`config.mk`:
```
export PLATFORM = sky130hd
export DESIGN_NAME = instr_fetch_unit_flat
export DESIGN_NICKNAME = d
export VERILOG_FILES = /design/src/rtl/mips_pkg.sv /design/src/rtl/instr_fetch_unit_if.sv /design/src/rtl/pc_next_logic.sv /design/src/rtl/instr_fetch_unit.sv /design/src/flat_wrapper.sv
export SDC_FILE = /design/constraint.sdc
export NUM_CORES = 1
export LEC_CHECK = 0
export BUFFER_PORTS_ARGS = -buffer_cell sky130_fd_sc_hd__buf_2
export CAP_MARGIN = 20
export CORE_MARGIN = 8
export CORE_UTILIZATION = 46
export CTS_CLUSTER_DIAMETER = 150
export CTS_CLUSTER_SIZE = 8
export DETAILED_ROUTE_END_ITERATION = 10
export PLACE_DENSITY = 0.82
export SYNTH_ARGS = -nofsm -noshare
export SYNTH_HDL_FRONTEND = slang
export SYNTH_SLANG_ARGS = --single-unit
```
`constraint.sdc`:
```
create_clock -name clk -period 3.7 [get_ports clk]
set_clock_uncertainty 0.15 [all_clocks]
set_input_delay 0.185 -clock clk [delete_from_list [all_inputs] [get_ports clk]]
set_output_delay 0.185 -clock clk [all_outputs]
set_load 0.005 [all_outputs]
```
`src/rtl/mips_pkg.sv`:
```
// Shared definitions for the MIPS front end: opcode encodings and the
// fetch unit's state type.
package mips_pkg;

    // Primary opcodes seen in instr[31:26]
    localparam logic [5:0] OP_RTYPE = 6'b000000;
    localparam logic [5:0] OP_ADDI  = 6'b001000;
    localparam logic [5:0] OP_ANDI  = 6'b001100;
    localparam logic [5:0] OP_ORI   = 6'b001101;
    localparam logic [5:0] OP_LW    = 6'b100011;
    localparam logic [5:0] OP_SW    = 6'b101011;
    localparam logic [5:0] OP_BEQ   = 6'b000100;
    localparam logic [5:0] OP_J     = 6'b000010;

    // Fetch sequencing: one instruction in flight at a time
    typedef enum logic [1:0] {
        IDLE  = 2'd0,
        FETCH = 2'd1,
        EXEC  = 2'd2
    } fetch_state_t;

endpackage

```
`src/rtl/instr_fetch_unit_if.sv`:
```
// Instruction-memory request/acknowledge bus between the fetch unit
// (master) and the instruction memory (slave).
interface instr_fetch_unit_if #(
    parameter int ADDR_W = 32,
    parameter int DATA_W = 32
);

    logic              imem_req;
    logic [ADDR_W-1:0] imem_addr;
    logic [DATA_W-1:0] imem_rdata;
    logic              imem_ack;

    modport master (
        output imem_req,
        output imem_addr,
        input  imem_rdata,
        input  imem_ack
    );

    modport slave (
        input  imem_req,
        input  imem_addr,
        output imem_rdata,
        output imem_ack
    );

endinterface

```
`src/rtl/pc_next_logic.sv`:
```
// Combinational next-PC selection: sequential, BEQ target or (with
// FETCH_JUMP_EN defined) J target. All arithmetic wraps modulo 2^ADDR_W.
module pc_next_logic
    import mips_pkg::*;
#(
    parameter int ADDR_W = 32
) (
    input  logic [ADDR_W-1:0] pc,
    input  logic [31:0]       instr,
    input  logic              branch,
    input  logic              alu_zero,
    output logic [ADDR_W-1:0] pc_plus4,
    output logic [ADDR_W-1:0] next_pc
);

    logic [ADDR_W-1:0] branch_offset;
    logic [ADDR_W-1:0] branch_target;
    logic              taken;

    assign pc_plus4      = pc + ADDR_W'(4);
    assign branch_offset = {{(ADDR_W-18){instr[15]}}, instr[15:0], 2'b00};
    assign branch_target = pc_plus4 + branch_offset;
    assign taken         = branch & alu_zero;

`ifdef FETCH_JUMP_EN
    logic              is_jump;
    logic [ADDR_W-1:0] jump_target;

    assign is_jump     = (instr[31:26] == OP_J);
    assign jump_target = {pc_plus4[ADDR_W-1:28], instr[25:0], 2'b00};

    // Jump wins over a taken branch; otherwise branch or fall through
    always_comb begin
        next_pc = pc_plus4;
        if (is_jump) begin
            next_pc = jump_target;
        end else if (taken) begin
            next_pc = branch_target;
        end
    end
`else
    // Opcode and jump-index bits are not needed without the jump path
    logic unused_instr_bits;
    assign unused_instr_bits = ^instr[31:16];

    // Branch target when taken, otherwise the next sequential word
    always_comb begin
        next_pc = pc_plus4;
        if (taken) begin
            next_pc = branch_target;
        end
    end
`endif

endmodule

```
`src/rtl/instr_fetch_unit.sv`:
```
// MIPS instruction fetch unit: holds the PC, fetches one instruction at a
// time over the imem req/ack bus, latches it for the decoder and datapath,
// and advances the PC when the datapath retires the instruction.
// Optional jump support is enabled by defining FETCH_JUMP_EN.
module instr_fetch_unit
    import mips_pkg::*;
#(
    parameter logic [31:0] RESET_PC = 32'h0000_0000,
    parameter int          ADDR_W   = 32,
    parameter int          DATA_W   = 32
) (
    input  logic                 clk,
    input  logic                 rst_n,
    instr_fetch_unit_if.master   bus,
    input  logic                 exec_ready,
    input  logic                 branch,
    input  logic                 alu_zero,
    output logic [DATA_W-1:0]    instr,
    output logic [5:0]           opcode,
    output logic                 instr_valid,
    output logic [ADDR_W-1:0]    pc,
    output logic [ADDR_W-1:0]    pc_plus4
);

    fetch_state_t      state;
    logic              fetch_req;
    logic [ADDR_W-1:0] next_pc;

    pc_next_logic #(
        .ADDR_W (ADDR_W)
    ) u_pc_next (
        .pc       (pc),
        .instr    (instr[31:0]),
        .branch   (branch),
        .alu_zero (alu_zero),
        .pc_plus4 (pc_plus4),
        .next_pc  (next_pc)
    );

    // The address is the PC itself, so it cannot move while a request waits
    assign bus.imem_req  = fetch_req;
    assign bus.imem_addr = pc;
    assign opcode        = instr[31:26];

    // Fetch sequencer with PC and instruction registers; every output here
    // is registered, and acks outside FETCH or exec_ready outside EXEC
    // simply fall through the case without effect
    always_ff @(posedge clk) begin
        if (!rst_n) begin
            state       <= IDLE;
            pc          <= ADDR_W'(RESET_PC);
            instr       <= '0;
            instr_valid <= 1'b0;
            fetch_req   <= 1'b0;
        end else begin
            case (state)
                IDLE: begin
                    state     <= FETCH;
                    fetch_req <= 1'b1;
                end
                FETCH: begin
                    if (bus.imem_ack) begin
                        instr       <= bus.imem_rdata;
                        instr_valid <= 1'b1;
                        fetch_req   <= 1'b0;
                        state       <= EXEC;
                    end
                end
                EXEC: begin
                    if (exec_ready) begin
                        pc          <= next_pc;
                        instr_valid <= 1'b0;
                        fetch_req   <= 1'b1;
                        state       <= FETCH;
                    end
                end
                default: begin
                    state       <= IDLE;
                    instr_valid <= 1'b0;
                    fetch_req   <= 1'b0;
                end
            endcase
        end
    end

endmodule

```
`src/flat_wrapper.sv`:
```
// flat-port wrapper written by rule: the top's interface ports become plain ports
module instr_fetch_unit_flat import mips_pkg::*;
#(
    parameter logic [31:0] RESET_PC = 32'h0000_0000,
    parameter int          ADDR_W   = 32,
    parameter int          DATA_W   = 32
)
  (clk, rst_n, exec_ready, branch, alu_zero, instr, opcode, instr_valid, pc, pc_plus4, bus_imem_req, bus_imem_addr, bus_imem_rdata, bus_imem_ack);
  instr_fetch_unit_if #(.ADDR_W(ADDR_W), .DATA_W(DATA_W)) bus_i ();
  input  logic clk;
  input  logic rst_n;
  input  logic exec_ready;
  input  logic branch;
  input  logic alu_zero;
  output logic [DATA_W-1:0] instr;
  output logic [5:0] opcode;
  output logic instr_valid;
  output logic [ADDR_W-1:0] pc;
  output logic [ADDR_W-1:0] pc_plus4;
  output wire logic [$bits(bus_i.imem_req)-1:0] bus_imem_req;
  output wire logic [$bits(bus_i.imem_addr)-1:0] bus_imem_addr;
  input wire logic [$bits(bus_i.imem_rdata)-1:0] bus_imem_rdata;
  input wire logic [$bits(bus_i.imem_ack)-1:0] bus_imem_ack;
  assign bus_imem_req = bus_i.imem_req;
  assign bus_imem_addr = bus_i.imem_addr;
  assign bus_i.imem_rdata = bus_imem_rdata;
  assign bus_i.imem_ack = bus_imem_ack;
  instr_fetch_unit #(.RESET_PC(RESET_PC), .ADDR_W(ADDR_W), .DATA_W(DATA_W)) u_core (.clk(clk), .rst_n(rst_n), .bus(bus_i), .exec_ready(exec_ready), .branch(branch), .alu_zero(alu_zero), .instr(instr), .opcode(opcode), .instr_valid(instr_valid), .pc(pc), .pc_plus4(pc_plus4));
endmodule
```
==> metrics.yaml <==
regArea_um2: 1303
run_status: "finished, final reports clean"
gp_congestion: 0.9782
multi_input_area_um2: 3418
synth_seq_area_share_pct: 25.73
overflow: 0
wl_mm: 18.99
end_kind: "flop"
cts_tree: "yes"
period_share_pct: 96.59
yosys_most_used_dff: "dfxtp_1"
hp-class: "in2reg"
syn-mean-instance-area_um2: 7.287
rsz0062_at_grt: "true"
intPower_mw: 1.191
hpwl_mm: 13.66
min_period_ns: 3.574
fillers: 894
netlist.area_leader.share_pct: 25.73
ios: 174
p_clk_share_pct: 38.6
drtPass1Iterations: 5
yosysWarnings: 0
insertion_delay_ns: 0.36
p_leak_nw: 3.348
drc: 0
via_per_inst: 5.765
syn_to_final_growth_pct: 35.33
cts.sinks: 65
final_nets: 977
grt_max_degree: 37
root_buffer: "clkbuf_8"
grt_pass1_vias: 5743
synthTopCellsByArea: "dfxtp_1 26%, nand2_1 9.3%, ha_1 8.9%"
die_w_um: 120.9
setup_viol: 0
finalMaxSlewViolations: 0
pwr-share-seq_pct: 43.3
cp_max_fo: 7
initial_core_util_pct: 46.86
cp_data_required_time_ns: 3.84
final_layout_size_suffix_gt1_share_pct: 30.76
routedWlPerCell_um: 18.14
syn_inst: 694
drt_iter0_markers: 608
dieArea_um2: 14610
async_flop_share_pct: 0
synth_area_um2: 5057
worst_pin_slew_ns: 0.8680
maxCapViolations: 0
rows: 38
reg2regPathDepth: 14
clock_path_buffers: 2
core_um2: 10790
worstSetupPathType: "reg2reg"
p_sw_share_pct: 31.21
drtAntennaViolNets: 0
peakVddDrop_mv: 0.2225
synth_top_area_cell: "dfxtp_1"
reg2reg_slack_ns: 0.13
fin_tns_setup_ns: 0
switchingPower_uw: 540.2
endpoint: "u_core.bus.imem_addr[31]"
max_freq_mhz: 279.8
startpoint: "u_core.bus.imem_addr[2]"
antenna_cells: 0
finalHoldViolations: 0
rr_endpoint: "u_core.bus.imem_addr[31]"
fp.dieH_um: 120.9
io_buffer_count: 167
cts_buffers: 9
p_comb_share_pct: 18.2
power_mw: 1.731
grt_util_all_layers_pct: 24.59
clkSlewWorstSetupHoldPaths_ns: 0.09
synth-edff-count: 0
yosysUniqueCellTypes: 60
r2r_start: "u_core.bus.imem_addr[2]"
antenna_found_initial: 0
maxSlewHeadroom_pct: 41.99
vias: 6036
synth-seq-cells: 65
grt_pass1_wl_mm: 29.23
critPathLaunchType: "flop"
arrival_ns: 3.71
power.density_nw_per_um2: 252.9
htreeDepth: 3
cells in the mapped netlist, types with 3 or more instances:
cell / number
nand2_1: 125
a21oi_1: 89
dfxtp_1: 65
nor2_1: 48
buf_4: 42
o21ai_0: 37
ha_1: 36
clkbuf_1: 30
xnor2_1: 28
nand3_1: 21
xor2_1: 19
nand4_1: 14
nor3_1: 14
inv_1: 11
a211oi_1: 10
a21o_1: 10
a31oi_1: 10
a311oi_1: 7
and3_1: 6
o221ai_1: 6
o21bai_1: 5
and4_1: 4
nor2b_1: 4
o21a_1: 4
and2_1: 3
nand2b_1: 3
routing by layer:
layer | share of wire (%) | vias up | track usage, %
met5 | 0 | - | 0
met4 | 3.7 | 0 | 11.79
met3 | 11 | 62 | 7.492
met2 | 46 | 382 | 39.10
met1 | 39 | 2761 | 29.66
li1 | - | 2831 | -
power groups by stage:
stage | Combinational (mW) | Clock [mW] | Sequential (mW)
3_5_place_dp | 0.274 | 0 | 0.764
2_1_floorplan | 0.159 | 0 | 0.767
4_1_cts | 0.303 | 0.674 | 0.747
3_3_place_gp | 0.266 | 0 | 0.762
6_report | 0.315 | 0.667 | 0.749
5_1_grt | 0.341 | 0.694 | 0.753
critical path, cell delays in order (launching register included):
cell and delay, ns:
dfxtp_2 0.38, ha_2 0.19, and4_2 0.28, nand4_1 0.14
buf_4 0.21, nor3_1 0.21, buf_4 0.16, xor2_1 0.18
ha_1 0.33, a21o_1 0.20, a2111oi_1 0.38, a31oi_1 0.17
a211o_1 0.27, nand3_2 0.08, mux2i_1 0.17
layout by cell type, fill, tap and decap left out, types with 5 or more instances in the layout:
master         synthesis  routed
o221ai_1               6       6
a21oi_1               89      86
nor3_1                14      13
nor2_1                48      45
a31oi_1               10      10
a311oi_1               7       7
buf_4                 42      66
o21ai_0               37      36
buf_2                  2     167
a21o_1                10      10
nand4_1               14      14
and3_1                 6       5
ha_1                  36      34
inv_1                 11      10
xnor2_1               28      24
nand2_1              125     125
o21bai_1               5       5
clkbuf_8               0       9
xor2_1                19      15
conb_1                 1       6
dlygate4sd3_1          0      34
dfxtp_1               65      64
a211oi_1              10       9
nand3_1               21      20
through the flow:
stage	worst slack (ns)	hold WS, ns	utilization [%]	instances	area (µm²)
floorplan	0.01857	0.1710	-	699	5089
global placement	0.1932	0.2754	56.85	994	6136
detailed placement	0.06590	0.2809	57.11	995	6163
CTS	0.03727	0.1047	62.18	1045	6711
global route	-0.1346	0.1420	63.41	1047	6844
finish	0.1262	0.1350	63.41	1047	6844
repair_timing:
| item | CTS | global route |
|---|---|---|
| endpoints found under the hold margin | 34 | 0 |
| setup buffers | 0 | 2 |
| hold buffers | 34 | 0 |
| endpoints found under the setup margin | 0 | 14 |
| gates resized for setup | 0 | 23 |
cells by family (layout without fill, tap and decap cells):
family	after synthesis	in the layout	share of synthesized area, %
buffers and inverters	87	295	9.649
and+or+nand+nor	253	253	22.49
muxes	1	1	0.1979
AOI/OAI and AO/OA	203	203	24.42
adders and majority gates	37	37	9.302
xor gates and xnor gates	47	47	8.140
other	1	6	0.07415
DFF	65	65	25.73
final cells by class:
class	count	share of cell area, %
clock inverters	7	1.225
well taps	140	2.559
flip-flops and latches	65	19.03
multi-input cells	547	49.95
inverters	11	0.6033
clock buffers	9	1.810
repair buffers	268	24.83
how the worst min path moves through the flow:
stage	start	end	slack [ns]	cells past startpoint
2_1_floorplan	bus_imem_rdata[16]	u_core.instr[16]	0.17	2
5_1_grt	rst_n	u_core.bus.imem_addr[13]	0.14	3
3_5_place_dp	bus_imem_rdata[12]	u_core.instr[12]	0.28	3
4_1_cts	rst_n	u_core.bus.imem_addr[13]	0.10	3
6_report	rst_n	u_core.bus.imem_addr[18]	0.13	3
3_3_place_gp	bus_imem_rdata[25]	u_core.instr[25]	0.28	3
flip-flops by register name, indices dropped and copies added (netlist names):
signal and flops:
u_core.bus.imem_addr 30, u_core.state 2, u_core.instr_valid 1, u_core.instr 32
Note: power is estimated with default switching activity, not from simulation.
